### config.mk
export PLATFORM = sky130hd
export DESIGN_NAME = control_outs
export DESIGN_NICKNAME = d
export VERILOG_FILES = /design/src/rtl/control_outs_pkg.sv /design/src/rtl/control_prio_enc.sv /design/src/rtl/control_outs.sv
export SDC_FILE = /design/constraint.sdc
export NUM_CORES = 1
export LEC_CHECK = 0
export CAP_MARGIN = 30
export CORE_MARGIN = 2
export CORE_UTILIZATION = 55
export CTS_BUF_LIST = sky130_fd_sc_hd__clkbuf_16
export DETAILED_ROUTE_END_ITERATION = 16
export DONT_BUFFER_PORTS = 1
export GPL_TIMING_DRIVEN = 0
export HOLD_SLACK_MARGIN = 0.05
export PLACE_DENSITY = 0.72
export SYNTH_ARGS = -nofsm -noshare
export SYNTH_HDL_FRONTEND = slang
export SYNTH_SLANG_ARGS = --single-unit
### constraint.sdc
create_clock -name clk -period 7.3 [get_ports clk]
set_input_delay 1.095 -clock clk [delete_from_list [all_inputs] [get_ports clk]]
set_output_delay 1.095 -clock clk [all_outputs]
set_load 0.05 [all_outputs]
### src/rtl/control_outs_pkg.sv
// ----------------------------------------------------------------------------
// Module  : control_outs_pkg
// Purpose : Shared definitions for the host-link framing logic: instruction
//           opcodes (bits [7:5] of the first frame byte), activemods bit
//           positions, framer state encodings and a header-byte helper.
//           The command decoder uses the same opcode values.
// Ports   : none (package)
// Rev     : 1.0  initial release
// ----------------------------------------------------------------------------
`default_nettype none

package control_outs_pkg;

  // Instruction opcodes, bits [7:5] of a frame's first byte
  localparam logic [2:0] ACTIVATE_I      = 3'b001;
  localparam logic [2:0] SETDIGITAL_I    = 3'b010;
  localparam logic [2:0] SETANALOG_I     = 3'b011;
  localparam logic [2:0] SAMPLEANALOG_I  = 3'b100;
  localparam logic [2:0] SAMPLEDIGITAL_I = 3'b101;

  // activemods bit positions
  localparam int MOD_ADC0 = 0;
  localparam int MOD_ADC1 = 1;
  localparam int MOD_ADC2 = 2;
  localparam int MOD_ADC3 = 3;
  localparam int MOD_DIN  = 4;
  localparam int NUM_MODS = 5;

  // Framer state encodings
  localparam logic [1:0] ST_IDLE = 2'd0;
  localparam logic [1:0] ST_SEL  = 2'd1;
  localparam logic [1:0] ST_SEND = 2'd2;

  // Header byte: {op[2:0], ch[1:0], seq[1:0], ovr}
  function automatic logic [7:0] make_hdr(input logic [2:0] op, input logic [1:0] ch,
                                          input logic [1:0] seq, input logic ovr);
    return {op, ch, seq, ovr};
  endfunction

endpackage

`default_nettype wire

### src/rtl/control_prio_enc.sv
// ----------------------------------------------------------------------------
// Module  : control_prio_enc
// Purpose : 5-bit lowest-set-bit priority encoder.
// Ports   : req   in  5  request vector (bit 0 has highest priority)
//           idx   out 3  index of lowest set bit (0 when none set)
//           valid out 1  at least one request bit set
// Rev     : 1.0  initial release
// ----------------------------------------------------------------------------
`default_nettype none

module control_prio_enc
  import control_outs_pkg::*;
(
  input  logic [NUM_MODS-1:0] req,
  output logic [2:0]          idx,
  output logic                valid
);

  // Scan from the top down so the lowest set bit is the last one written.
  always_comb begin
    idx   = 3'd0;
    valid = |req;
    for (int i = NUM_MODS - 1; i >= 0; i--) begin
      if (req[i]) begin
        idx = 3'(i);
      end
    end
  end

endmodule

`default_nettype wire

### src/rtl/control_outs.sv
// ----------------------------------------------------------------------------
// Module  : control_outs
// Purpose : TX-side framer for the host link. On sample_tick it snapshots the
//           enabled sources and pushes one tagged frame per source into the
//           TX byte queue (ADC0..ADC3 first, digital input last).
// Ports   : clk, rst           clock, synchronous active-high reset
//           sample_tick  in  1  snapshot request strobe
//           activemods   in  5  source enables ([3:0] ADC, [4] digital)
//           adc0..adc3   in 12  ADC samples
//           din          in  8  digital input port
//           fu_write     in  1  TX queue full
//           pu_write     out 1  push strobe
//           out_write    out 8  byte to push
//           busy         out 1  snapshot being emitted
//           overrun_cnt  out 8  saturating count of dropped ticks
// Rev     : 1.0  initial release
// ----------------------------------------------------------------------------
`default_nettype none

module control_outs
  import control_outs_pkg::*;
(
  input  logic        clk,
  input  logic        rst,
  input  logic        sample_tick,
  input  logic [4:0]  activemods,
  input  logic [11:0] adc0,
  input  logic [11:0] adc1,
  input  logic [11:0] adc2,
  input  logic [11:0] adc3,
  input  logic [7:0]  din,
  input  logic        fu_write,
  output logic        pu_write,
  output logic [7:0]  out_write,
  output logic        busy,
  output logic [7:0]  overrun_cnt
);

  localparam logic [2:0] DIN_IDX = 3'(MOD_DIN);

  logic [1:0]  r_state;
  logic [1:0]  w_next_state;
  logic [4:0]  r_pending;
  logic [11:0] r_adc [4];
  logic [7:0]  r_din;
  logic [1:0]  r_seq;        // seq for the next accepted snapshot
  logic [1:0]  r_snap_seq;   // seq of the snapshot in flight
  logic        r_ovr_pend;   // a tick was dropped since the last accept
  logic        r_snap_ovr;
  logic [1:0]  r_byte_idx;
  logic [2:0]  r_cur;
  logic [7:0]  r_overrun_cnt;

  logic [2:0]  w_sel_idx;
  logic        w_sel_valid;
  logic        w_accept;
  logic        w_drop;
  logic        w_push;
  logic        w_is_din;
  logic        w_last;
  logic [11:0] w_adc;
  logic [7:0]  w_hdr;

  control_prio_enc u_prio (
    .req   (r_pending),
    .idx   (w_sel_idx),
    .valid (w_sel_valid)
  );

  // Any tick outside IDLE is dropped, including the final-push cycle and the
  // trailing SEL cycle.
  assign w_accept = (r_state == ST_IDLE) && sample_tick && (activemods != 5'd0);
  assign w_drop   = (r_state != ST_IDLE) && sample_tick;
  assign w_push   = (r_state == ST_SEND) && !fu_write;
  assign w_is_din = (r_cur == DIN_IDX);
  assign w_last   = w_is_din ? (r_byte_idx == 2'd1) : (r_byte_idx == 2'd2);
  assign w_adc    = r_adc[r_cur[1:0]];
  assign w_hdr    = make_hdr(w_is_din ? SAMPLEDIGITAL_I : SAMPLEANALOG_I,
                             w_is_din ? 2'b00 : r_cur[1:0], r_snap_seq, r_snap_ovr);

  // State register
  always_ff @(posedge clk) begin
    if (rst) begin
      r_state <= ST_IDLE;
    end else begin
      r_state <= w_next_state;
    end
  end

  // Next-state logic
  always_comb begin
    w_next_state = r_state;
    case (r_state)
      ST_IDLE: if (w_accept) w_next_state = ST_SEL;
      ST_SEL:  w_next_state = w_sel_valid ? ST_SEND : ST_IDLE;
      ST_SEND: if (w_push && w_last) w_next_state = ST_SEL;
      default: w_next_state = ST_IDLE;
    endcase
  end

  // Snapshot and frame datapath
  always_ff @(posedge clk) begin
    if (rst) begin
      r_pending     <= 5'd0;
      for (int i = 0; i < 4; i++) r_adc[i] <= 12'd0;
      r_din         <= 8'd0;
      r_seq         <= 2'd0;
      r_snap_seq    <= 2'd0;
      r_ovr_pend    <= 1'b0;
      r_snap_ovr    <= 1'b0;
      r_byte_idx    <= 2'd0;
      r_cur         <= 3'd0;
      r_overrun_cnt <= 8'd0;
    end else begin
      if (w_accept) begin
        r_pending  <= activemods;
        r_adc[0]   <= adc0;
        r_adc[1]   <= adc1;
        r_adc[2]   <= adc2;
        r_adc[3]   <= adc3;
        r_din      <= din;
        r_snap_seq <= r_seq;
        r_seq      <= r_seq + 2'd1;
        r_snap_ovr <= r_ovr_pend;
        r_ovr_pend <= 1'b0;
      end
      if (w_drop) begin
        r_ovr_pend <= 1'b1;
        if (r_overrun_cnt != 8'hFF) r_overrun_cnt <= r_overrun_cnt + 8'd1;
      end
      if (r_state == ST_SEL) begin
        r_cur      <= w_sel_idx;
        r_byte_idx <= 2'd0;
      end
      if (w_push) begin
        if (w_last) begin
          r_pending <= r_pending & ~(5'b00001 << r_cur);
        end else begin
          r_byte_idx <= r_byte_idx + 2'd1;
        end
      end
    end
  end

  // Outputs: out_write depends only on registers, so it holds during stalls.
  always_comb begin
    pu_write    = 1'b0;
    out_write   = 8'h00;
    busy        = (r_state != ST_IDLE);
    overrun_cnt = r_overrun_cnt;
    if (r_state == ST_SEND) begin
      pu_write = !fu_write;
      case (r_byte_idx)
        2'd0:    out_write = w_hdr;
        2'd1:    out_write = w_is_din ? r_din : {4'h0, w_adc[11:8]};
        default: out_write = w_adc[7:0];
      endcase
    end
  end

endmodule

`default_nettype wire

; Word level (Yosys, flattened, before mapping)
; Memories as Yosys holds them, arrays and structs flattened. A register that Yosys moved wholly into a read port is not among the register bits.
; Cells that the tools add are included.
[totals]
ff_bits = 34
latchBits = 0
ramBits = 48
romBits = 0
in_bits = 65
output_inout_bits = 18
elab_cells = 78
mem_count = 1
[memory_table]
columns = memory, depth, width, read_ports, rd_clocked_by_memory_dff, wr, line
row1 = r_adc, 4, 12, 1, 1, 4, control_outs.sv:44  ; logic [11:0] r_adc [4];
[op_classes]
add_sub_neg = 3
n_mul = 0
div_mod_pow = 0
n_lt_le_gt_ge = 0
n_eq_ne = 8
shifts = 1
muxes = 35
bitwise = 6
n_reduce_logical = 14
[op_table]
columns = cell, n
row1 = 12-bit two-way mux, 4
row2 = 2-bit two-way mux, 9
row3 = 8-bit two-way mux, 2
row4 = 8-bit case mux with 2 select lines, 1
row5 = 3-bit two-way mux, 5
row6 = 5-bit two-way mux, 3
row7 = 1-bit two-way mux, 10
row8 = "8-bit by 1-bit adder with 8-bit output, second input constant", 1
row9 = "8-bit != test, second input constant", 1
row10 = 2-bit case mux with 3 select lines, 1
row11 = 5-bit AND, 1
row12 = 1-bit logical AND, 5
row13 = 5-bit inverter, 1
row14 = 5-bit nonzero test, 1
row15 = 5-bit OR reduction, 1
row16 = "1-bit by 3-bit left shift with 5-bit output, first input constant", 1
row17 = "2-bit by 1-bit adder with 2-bit output, second input constant", 2
row18 = "2-bit by 1-bit == test with 1-bit output, second input constant", 2
row19 = "2-bit == test, second input constant", 2
row20 = 2-bit zero test, 2
row21 = 1-bit OR, 4
row22 = 2-bit AND reduction, 2
row23 = 2-bit nonzero test, 2
row24 = "3-bit == test, second input constant", 1
row25 = 3 further kinds, 3

; Logic depth before layout (Yosys ltp)
; Gate-level depths: netlist (run 1).
[depth]
depth_word = 7
depth_mapped = 6
mapped_depth_nobuf = 5

; By module
; From an unflattened synthesis (run 1), not the netlist that was laid out.
[hier_totals]
hier_cells = 311
hier_area_um2 = 3867.5
[by_module_without_submodules]
columns = mod, n_inst, cells_each, area_each_um2, seq_area_each_um2
row1 = control_outs, 1, 303, 3818.7, 2162.1
row2 = control_prio_enc, 1, 8, 48.8, 0.0

; Least setup slack after synthesis (run 1)
; No wires, ideal clock.
[synth_path]
path_kind = in2out
startpoint = in fu_write
endpoint = out pu_write
arrival_ns = 2.391
required_time_ns = 6.205
path_slack_ns = 3.814
cell_stages = 1
path_buffers = 0
path_cell_list = nor3b_1
[synth_via]
elab_chain_len = 2
[synth_rtl]
columns = element, line
row1 = start: declaration, control_outs.sv:32  ; input logic fu_write,
row2 = 1-bit zero test, control_outs.sv:152  ; pu_write = !fu_write;
row3 = 1-bit two-way mux, control_outs.sv:151  ; if (r_state == ST_SEND) begin
row4 = end: declaration, control_outs.sv:33  ; output logic pu_write,
; No other way between the ends.

==> impl_metrics.env, run 1 <==
export IMPL_p_int_mw=0.851
export IMPL_worstPathRequired_ns=6.20
export IMPL_io_pin_count=83
export IMPL_cts_hold_buf=0
export IMPL_grt_pass1_vias=2407
export IMPL_grt_first_pass_wirelength_um=12200
export IMPL_netlist_instances=313
export IMPL_worst_pin_slew_ns=0.979
export IMPL_clk_pin_slew_ns=0.06
export IMPL_seqPwrFrac_pct=50.2
export IMPL_status="finished, final reports clean"
export IMPL_num_rows=30
export IMPL_die_h_um=87.5
export IMPL_p_leak_nw=1.58
export IMPL_r2r_start="r_state[0]"
export IMPL_antenna_found_initial=0
export IMPL_p_switching_mw=0.261
export IMPL_detail_route_antenna_nets=0
export IMPL_syn_avg_cell_area_um2=12.3
export IMPL_synth_enable_flop_cells=48
export IMPL_critPathArrivalTime_ns=2.56
export IMPL_finalInstanceArea_um2=4290
export IMPL_cap_violations=0
export IMPL_drtIter0Drc=149
export IMPL_place_area_um2=3990
export IMPL_clkSinkCount=84
export IMPL_setup_viol=0
export IMPL_powerDensity_nw_per_um2=259
export IMPL_r2r_end="r_adc[1][2]"
export IMPL_layout_drive_gt1_share_pct=14.7
export IMPL_viasPerCell=5.89
export IMPL_synth_top_cell_by_area="edfxtp_1"
export IMPL_wl_um=7690
export IMPL_vdd_drop_max_mv=0.145
export IMPL_fin_crit_ns=3.65
export IMPL_ys_ff_latch=84
export IMPL_r2r_slack_ns=5.12
export IMPL_grt_max_degree=42
export IMPL_cp_max_fo=10
export IMPL_async_reset_ff_share_pct=0
export IMPL_startpoint_type="flop"
export IMPL_gp_congestion=0.838
export IMPL_critical_path_max_stage_delay_ns=0.77
export IMPL_numPortBuffers=0
export IMPL_routedWlPerCell_um=18.6
export IMPL_power_frac_comb_pct=9.2
export IMPL_hold_class="flop to flop"
export IMPL_synth_area_um2=3840
export IMPL_firstDrtPassIters=4
export IMPL_area_delta_synth_final_pct=11.8
export IMPL_cts_resized_gates=0
export IMPL_cts_buffers_inserted=9
export IMPL_dieWidth_um=87.5
export IMPL_die_area_um2=7660
export IMPL_crit_chain="buf_1 > mux4_2 > mux2_2 > a222oi_1 > nor2_1"
export IMPL_syn_nets=382
export IMPL_rsz0062_at_grt="no"
export IMPL_diodes=0
export IMPL_cts_setup_buffers=0
export IMPL_relSlewSlack_pct=34.5
export IMPL_ys_warn_count=0
export IMPL_synth_top_area_share_pct=37.6
export IMPL_root_buffer="clkbuf_16"
export IMPL_fmax_mhz=274
export IMPL_tns_ns=0
export IMPL_yosysSeqAreaShare_pct=56.4
export IMPL_dp_hpwl_um=5530
export IMPL_dominantRegCellSynth="edfxtp_1"
export IMPL_cts_tree="done"
export IMPL_synth_area_leaders="edfxtp_1 (38%), dfxtp_1 (19%), and2_1 (7.8%)"
export IMPL_synth_cell_type_count=50
export IMPL_hold_slack_ns=0.458
export IMPL_hold_viol=0
export IMPL_clk_latency_ns=0.33
export IMPL_critPathCapture="out_write[2]"
export IMPL_core_um2=6760
export IMPL_htreeDepth=3
export IMPL_final_nets=397
export IMPL_p_sw_share_pct=23.4
export IMPL_drv_slew=0
export IMPL_finalCritPeriodShare_pct=50.0
export IMPL_n_fill_cell=527
export IMPL_route_detailed_drc=0
export IMPL_vias=2433
export IMPL_clkPwrFrac_pct=40.6
export IMPL_crit_path_end_kind="output pin"
export IMPL_crit_type="flop to output pin"
export IMPL_initial_core_util_pct=56.8
export IMPL_reg2reg_depth=6
export IMPL_gr_total_overflow=0
export IMPL_crit_path_top_delay_cell="nor2_1"
export IMPL_gr_usage_all_layers_pct=21.6
export IMPL_cts_buffer_depth=2
export IMPL_finClkSkew_ns=0.00738
==> cells in the final DEF (no fill, tap or decap), drive strengths merged, types with 3 or more instances in the layout <==
| cell | Yosys | layout |
|---|---|---|
| a211oi | 4 | 4 |
| a21oi | 13 | 13 |
| a222oi | 4 | 4 |
| and2 | 48 | 48 |
| buf | 6 | 10 |
| clkbuf | 11 | 20 |
| dfxtp | 36 | 36 |
| edfxtp | 48 | 48 |
| ha | 4 | 4 |
| inv | 4 | 6 |
| mux2 | 5 | 5 |
| mux2i | 15 | 15 |
| mux4 | 12 | 12 |
| nand2 | 10 | 10 |
| nand2b | 5 | 5 |
| nand3 | 6 | 6 |
| nor2 | 33 | 33 |
| nor3 | 4 | 4 |
| nor3b | 4 | 4 |
| o21ai | 5 | 5 |
| xnor2 | 4 | 4 |
| xor2 | 3 | 3 |
==> registers in the layout (all words and copies together), names as in the netlist, named ones only <==
register     cells
overrun_cnt      8
r_adc           48
r_byte_idx       2
r_cur            3
r_din            8
r_ovr_pend       1
r_pending        5
r_seq            2
r_snap_ovr       1
r_snap_seq       2
r_state          2
==> worst max-delay path: cells and delay by family (launching register included) <==
kind	cells	cell delay, ns
AND/OR/NAND/NOR	1	0.77
AO/OA/AOI/OAI	1	0.07
buffers and inverters	1	0.48
flip-flops	1	0.39
multiplexers	2	0.51
==> power groups by stage <==
stage	registers, mW	logic [mW]	clock network, mW
6_report	0.558	0.102	0.451
5_1_grt	0.561	0.113	0.484
4_1_cts	0.559	0.103	0.459
3_5_place_dp	0.568	0.102	0
3_3_place_gp	0.567	0.0969	0
2_1_floorplan	0.563	0.0793	0
==> metal layers <==
| metal | part of all wire [%] | global-route usage (%) | vias up |
|---|---|---|---|
| met5 | 0 | 0 | - |
| met4 | 0.77 | 6.71 | 0 |
| met1 | 44 | 28.8 | 1172 |
| met3 | 5.9 | 5.88 | 6 |
| li1 | - | - | 1177 |
| met2 | 49 | 34.8 | 78 |
==> Yosys cell counts, drive strengths merged (3+ instances only) <==
cell type	number
a211oi	4
a21oi	13
a222oi	4
and2	48
buf	6
clkbuf	11
dfxtp	36
edfxtp	48
ha	4
inv	4
mux2	5
mux2i	15
mux4	12
nand2	10
nand2b	5
nand3	6
nor2	33
nor3	4
nor3b	4
o21ai	5
xnor2	4
xor2	3
==> final cells by class <==
cell class,instances,area [um^2],share of cell area [%]
plain buffers,17,85.1,1.98
multi-input cells,208,1580,36.9
flip-flops and latches,84,2160,50.4
clock inverters,7,72.6,1.69
clock buffers,9,225,5.25
inverters,4,15.0,0.350
well taps,80,100,2.33
repair buffers,4,46.3,1.08
==> logic make-up after synthesis <==
family	count (synthesis)	share of synthesized area (%)
and+or+nand+nor	124	17.8
adders and majority gates	4	1.30
buffers and inverters	21	2.61
xor gates and xnor gates	7	1.60
muxes	32	12.6
AOI/OAI and AO/OA	41	7.70
DFF	84	56.4
==> per-stage QoR <==
stage                     worst slack (ns)  instances  total power, mW  utilization, %
after CTS                             3.63        413             1.12            63.5
after global routing                  3.50        413             1.16            63.5
after global placement                3.33        393            0.664            58.3
final                                 3.65        413             1.11            63.5
after floorplan                       3.81        313            0.643               -
after detailed placement              4.00        397            0.670            59.1
==> worst min-delay path by stage <==
stage,startpoint,to,slack [ns],cells past startpoint
after floorplan,r_cur[2],r_cur[2],0.43,2
after global placement,r_snap_seq[0],r_snap_seq[0],0.45,2
after global routing,r_snap_seq[0],r_snap_seq[0],0.49,2
after CTS,r_snap_seq[0],r_snap_seq[0],0.46,2
after detailed placement,r_snap_seq[0],r_snap_seq[0],0.45,2
final,r_snap_seq[0],r_snap_seq[0],0.46,2
Note: power is estimated with default switching activity, not from simulation.
==> run 2: changes to the inputs <==
--- a/config.mk
+++ b/config.mk
@@ -13,7 +13,7 @@
 export DONT_BUFFER_PORTS = 1
 export GPL_TIMING_DRIVEN = 0
 export HOLD_SLACK_MARGIN = 0.05
-export PLACE_DENSITY = 0.72
+export PLACE_DENSITY = 0.75
 export SYNTH_ARGS = -nofsm -noshare
 export SYNTH_HDL_FRONTEND = slang
 export SYNTH_SLANG_ARGS = --single-unit
==> constraint.sdc (replaced) <==
create_clock -name clk -period 3.04 [get_ports clk]
set_input_delay 0.456 -clock clk [delete_from_list [all_inputs] [get_ports clk]]
set_output_delay 0.456 -clock clk [all_outputs]
set_load 0.05 [all_outputs]
==> run 2 against run 1 <==
Against the previous run:
- non-clock buffer count fell by 1
- total power up 130%
- via count about the same
- count of clock-buffer cells in the layout stayed put
- utilization shrank 0.41 points
- first-iteration DRC count up 13%
- worst setup slack worse by 3.6 ns
- clock skew fell by 0.0026 ns
- clock power grew 120%
- sequential power up 140%
- register-to-register slack worse by 4.4 ns
- final area decreased by 0.64%
- critical endpoint is now out_write[5]
- highest routed layer unchanged
==> impl_metrics.env, run 2 (synthesis gave the netlist of run 1 again) <==
export IMPL_die_area_um2=7660
export IMPL_numPortBuffers=0
export IMPL_detail_route_antenna_nets=0
export IMPL_cts_tree="done"
export IMPL_layout_common_cells="and2_1 (48), edfxtp_1 (48), dfxtp_1 (36)"
export IMPL_setup_viol=0
export IMPL_finClkSkew_ns=0.00482
export IMPL_worst_pin_slew_ns=0.991
export IMPL_firstDrtPassIters=5
export IMPL_final_nets=396
export IMPL_relSlewSlack_pct=33.7
export IMPL_layout_drive_gt1_share_pct=14.8
export IMPL_routedWlPerCell_um=18.2
export IMPL_r2r_slack_ns=0.73
export IMPL_cap_violations=0
export IMPL_p_leak_nw=1.56
export IMPL_use_met1_pct=27.0
export IMPL_grt_max_degree=28
export IMPL_crit_type="flop to output pin"
export IMPL_critPathArrivalTime_ns=2.50
export IMPL_route_detailed_drc=0
export IMPL_regMostFlops="r_adc"
export IMPL_io_pin_count=83
export IMPL_die_h_um=87.5
export IMPL_gr_usage_all_layers_pct=21.1
export IMPL_met3_usage_pct=6.35
export IMPL_cp_max_fo=10
export IMPL_hold_depth=2
export IMPL_clkSinkCount=84
export IMPL_grt_first_pass_wirelength_um=12000
export IMPL_gr_total_overflow=0
export IMPL_htreeDepth=3
export IMPL_area_delta_synth_final_pct=11.1
export IMPL_vias=2434
export IMPL_hp_start="din[2]"
export IMPL_worstPathRequired_ns=2.58
export IMPL_busiest_layer="met2"
export IMPL_fmax_mhz=338
export IMPL_core_um2=6760
export IMPL_hold_class="input pin to flop"
export IMPL_clk_latency_ns=0.34
export IMPL_cts_setup_buffers=0
export IMPL_final_cells=411
export IMPL_dp_hpwl_um=5390
export IMPL_power_total_mw=2.56
export IMPL_vdd_drop_max_mv=0.370
export IMPL_powerDensity_nw_per_um2=601
export IMPL_r2r_end="r_pending[2]"
export IMPL_cts_buffers_inserted=9
export IMPL_cts_buffer_depth=2
export IMPL_drv_slew=0
export IMPL_num_rows=30
export IMPL_rsz0062_at_grt="no"
export IMPL_finalCritPeriodShare_pct=97.4
export IMPL_met2_usage_pct=34.4
export IMPL_gp_congestion=0.851
export IMPL_startpoint_type="flop"
export IMPL_dp_cells=396
export IMPL_grt_pass1_vias=2490
export IMPL_clk_pin_slew_ns=0.06
export IMPL_crit_path_end_kind="output pin"
export IMPL_dieWidth_um=87.5
export IMPL_r2r_start="r_state[1]"
export IMPL_hold_end="r_din[2]"
export IMPL_diodes=0
export IMPL_antenna_found_initial=0
export IMPL_largest_reg_flops=48
export IMPL_drtIter0Drc=169
export IMPL_viasPerCell=5.92
export IMPL_status="finished, final reports clean"
export IMPL_initial_core_util_pct=56.8
export IMPL_hold_viol=0
export IMPL_reg2reg_depth=4
export IMPL_fin_crit_ns=2.96
export IMPL_root_buffer="clkbuf_16"
export IMPL_wl_um=7490
[run 2: how the worst max path moves through the flow]
stage / start / endpoint / slack, ns / depth (start not counted)
2_1_floorplan: activemods[1] / r_adc[0][0] / 0.26 / 3
3_3_place_gp: activemods[1] / r_adc[2][11] / -0.26 / 3
3_5_place_dp: flop / out_write[2] / 0.38 / 5
4_1_cts: flop / out_write[2] / 0.03 / 5
5_1_grt: r_byte_idx[1] / out_write[5] / 0.01 / 6
6_report: r_byte_idx[1] / out_write[5] / 0.08 / 6
[run 2: power by group]
| group | internal, mW | switching (mW) | total, mW |
|---|---|---|---|
| Clock | 0.548 | 0.431 | 0.979 |
| Combinational | 0.108 | 0.137 | 0.245 |
| Sequential | 1.30 | 0.0405 | 1.34 |
| Total | 1.95 | 0.609 | 2.56 |
[run 2: worst max-delay path, stage by stage (launching register included)]
cell	delay, ns
dfxtp_1	0.33
inv_1	0.07
ha_1	0.22
clkbuf_1	0.23
nor2_1	0.42
a22oi_1	0.17
nor2_1	0.73
[run 2: cell type report]
class	instances	area (um^2)
clock buffers	9	225
plain buffers	17	85.1
repair buffers	3	42.5
clock inverters	6	41.3
well taps	80	100
inverters	4	15.0
flip-flops and latches	84	2160
multi-input cells	208	1590
fillers	535	2500
[run 2: layer usage]
layer | share of wire (%) | wire length [um]
met1 | 42 | 3170
met2 | 49 | 3680
met3 | 7.7 | 573
met4 | 0.90 | 67
met5 | 0 | 0
[run 2: repair_timing]
item,CTS,global route
endpoints found under the setup margin,0,3
hold buffers,0,0
resized for setup,0,3
endpoints found under the hold margin,0,0
[run 2: per-stage QoR]
stage	util, %	instance area (um^2)	setup slack (ns)	hold WS [ns]	TNS, ns
global route	63.1	4260	0.0111	0.271	0
finish	63.1	4260	0.0803	0.268	0
global placement	58.3	3940	-0.265	0.450	-12.79
floorplan	-	3840	0.260	0.435	0
detailed placement	59.0	3990	0.382	0.462	0
CTS	62.9	4250	0.0264	0.266	0
==> run 3: changes to the inputs <==
--- a/config.mk
+++ b/config.mk
@@ -14,6 +14,8 @@
 export GPL_TIMING_DRIVEN = 0
 export HOLD_SLACK_MARGIN = 0.05
 export PLACE_DENSITY = 0.75
+export SETUP_SLACK_MARGIN = 0.4
 export SYNTH_ARGS = -nofsm -noshare
 export SYNTH_HDL_FRONTEND = slang
 export SYNTH_SLANG_ARGS = --single-unit
+export TNS_END_PERCENT = 1
==> run 3 against run 2 <==
Against the previous run:
- flip-flop and latch count unchanged
- hold slack got worse by 0.0033 ns
- largest cell class unchanged
- global-route usage decreased by 0.057 points
- critical path depth decreased by 1
==> impl_metrics.env, run 3 (synthesis gave the netlist of run 1 again) <==
export IMPL_status="finished, final reports clean"
export IMPL_layout_drive_gt1_share_pct=17.8
export IMPL_viasPerCell=5.88
export IMPL_p_sw_share_pct=24.4
export IMPL_crit_path_top_delay_cell="a222oi_1"
export IMPL_hold_depth=2
export IMPL_relSlewSlack_pct=34.4
export IMPL_power_total_mw=2.60
export IMPL_hold_class="input pin to flop"
export IMPL_cts_buffers_inserted=9
export IMPL_largest_reg_flops=48
export IMPL_postLayoutCoreUtil_pct=64.5
export IMPL_regMostFlops="r_adc"
export IMPL_clk_latency_ns=0.34
export IMPL_antenna_found_initial=0
export IMPL_core_um2=6760
export IMPL_grt_pass1_vias=2394
export IMPL_dp_cells=397
export IMPL_powerDensity_nw_per_um2=596
export IMPL_vdd_drop_max_mv=0.478
export IMPL_fmax_mhz=366
export IMPL_final_nets=401
export IMPL_finalCritPeriodShare_pct=89.8
export IMPL_htreeDepth=3
export IMPL_clkPwrFrac_pct=38.7
export IMPL_p_int_mw=1.96
export IMPL_route_detailed_drc=0
export IMPL_dieWidth_um=87.5
export IMPL_crit_family="simple AND/OR/NAND/NOR gates"
export IMPL_p_leak_nw=1.60
export IMPL_hold_viol=0
export IMPL_area_delta_synth_final_pct=13.6
export IMPL_drv_slew=0
export IMPL_critPathArrivalTime_ns=2.27
export IMPL_worstSetupPathDepth=5
export IMPL_layout_area_seq_um2=2170
export IMPL_multi_input_area_um2=1630
export IMPL_clk_pin_slew_ns=0.07
export IMPL_power_frac_comb_pct=9.8
export IMPL_crit_chain="nor3b_1 > clkbuf_4 > mux2_2 > a222oi_1 > nor2_4"
export IMPL_crit_path_end_kind="output pin"
export IMPL_n_fill_cell=513
export IMPL_crit_buf_inv=1
export IMPL_worstPathRequired_ns=2.58
export IMPL_firstDrtPassIters=5
export IMPL_rsz0062_at_grt="yes"
export IMPL_vias=2450
export IMPL_io_pin_count=83
export IMPL_cts_buffer_depth=2
export IMPL_initial_core_util_pct=56.8
export IMPL_cap_violations=0
export IMPL_num_rows=30
export IMPL_gr_total_overflow=0
export IMPL_wl_um=7670
export IMPL_place_area_um2=3990
export IMPL_critical_path_max_stage_delay_ns=0.45
export IMPL_cp_max_fo=10
export IMPL_diodes=0
export IMPL_tns_ns=0
export IMPL_routedWlPerCell_um=18.4
export IMPL_dp_hpwl_um=5300
export IMPL_place_ws_ns=0.383
export IMPL_clkSinkCount=84
export IMPL_worst_pin_slew_ns=0.984
export IMPL_layout_common_cells="and2_1 (48), edfxtp_1 (48), dfxtp_1 (35)"
export IMPL_fin_ws_ns=0.311
export IMPL_die_h_um=87.5
export IMPL_finClkSkew_ns=0.0101
export IMPL_grt_max_degree=39
export IMPL_root_buffer="clkbuf_16"
export IMPL_gp_congestion=0.932
export IMPL_setup_viol=0
export IMPL_grt_first_pass_wirelength_um=11900
export IMPL_fin_crit_ns=2.73
export IMPL_final_cells=417
export IMPL_hold_slack_ns=0.265
export IMPL_startpoint_type="flop"
export IMPL_p_switching_mw=0.635
export IMPL_drtIter0Drc=236
export IMPL_numPortBuffers=0
export IMPL_crit_type="flop to output pin"
export IMPL_gr_usage_all_layers_pct=21.1
export IMPL_detail_route_antenna_nets=0
export IMPL_finalInstanceArea_um2=4360
export IMPL_die_area_um2=7660
export IMPL_seqPwrFrac_pct=51.5
export IMPL_cts_hold_buf=0
export IMPL_reg2reg_depth=5
export IMPL_cts_tree="done"
[run 3: changes by cell type in the layout (fill, tap and decap cells not counted), moves of 2 or more]
| cell | before | now |
|---|---|---|
| buf_12 | 0 | 2 |
| nor2_1 | 30 | 27 |
| nor2_4 | 0 | 6 |
| buf_4 | 2 | 7 |
| nor2_2 | 3 | 0 |
[run 3: repair_timing]
| action | CTS | global route |
|---|---|---|
| gates resized for setup | 15 | 5 |
| pin swaps | 2 | 3 |
| setup buffers | 3 | 1 |
| setup endpoints to repair | 6 | 7 |
| cloned | 0 | 0 |
[run 3: final cells by class]
| cell class | instances | share of cell area [%] |
|---|---|---|
| Clock buffer | 9 | 5.17 |
| Inverter | 4 | 0.344 |
| Clock inverter | 7 | 1.15 |
| Timing Repair Buffer | 8 | 1.75 |
| Sequential cell | 84 | 49.7 |
| Tap cell | 80 | 2.30 |
| Multi-Input combinational cell | 208 | 37.3 |
| Buffer | 17 | 2.30 |
[run 3: routing by layer]
layer | track usage (%) | up-vias | wire length, um
met5 | 0 | - | 0
met4 | 8.81 | 0 | 126
met3 | 6.54 | 8 | 483
met2 | 33.5 | 98 | 3760
met1 | 26.8 | 1158 | 3300
li1 | - | 1186 | -
[run 3: power groups by stage]
stage          Sequential, mW  Clock, mW  Combinational (mW)
3_3_place_gp             1.36          0               0.230
3_5_place_dp             1.36          0               0.244
5_1_grt                  1.35       1.07               0.278
6_report                 1.34       1.01               0.254
2_1_floorplan            1.35          0               0.191
4_1_cts                  1.34       1.02               0.254
[run 3: worst paths after layout]
check,slack (ns),end,startpoint
worst min-delay path,0.26,r_din[4],din[4]
worst min register to register,0.48,r_cur[2],r_cur[2]
worst max-delay path,0.31,out_write[2],r_cur[0]
worst max register to register,0.82,r_pending[2],r_state[1]
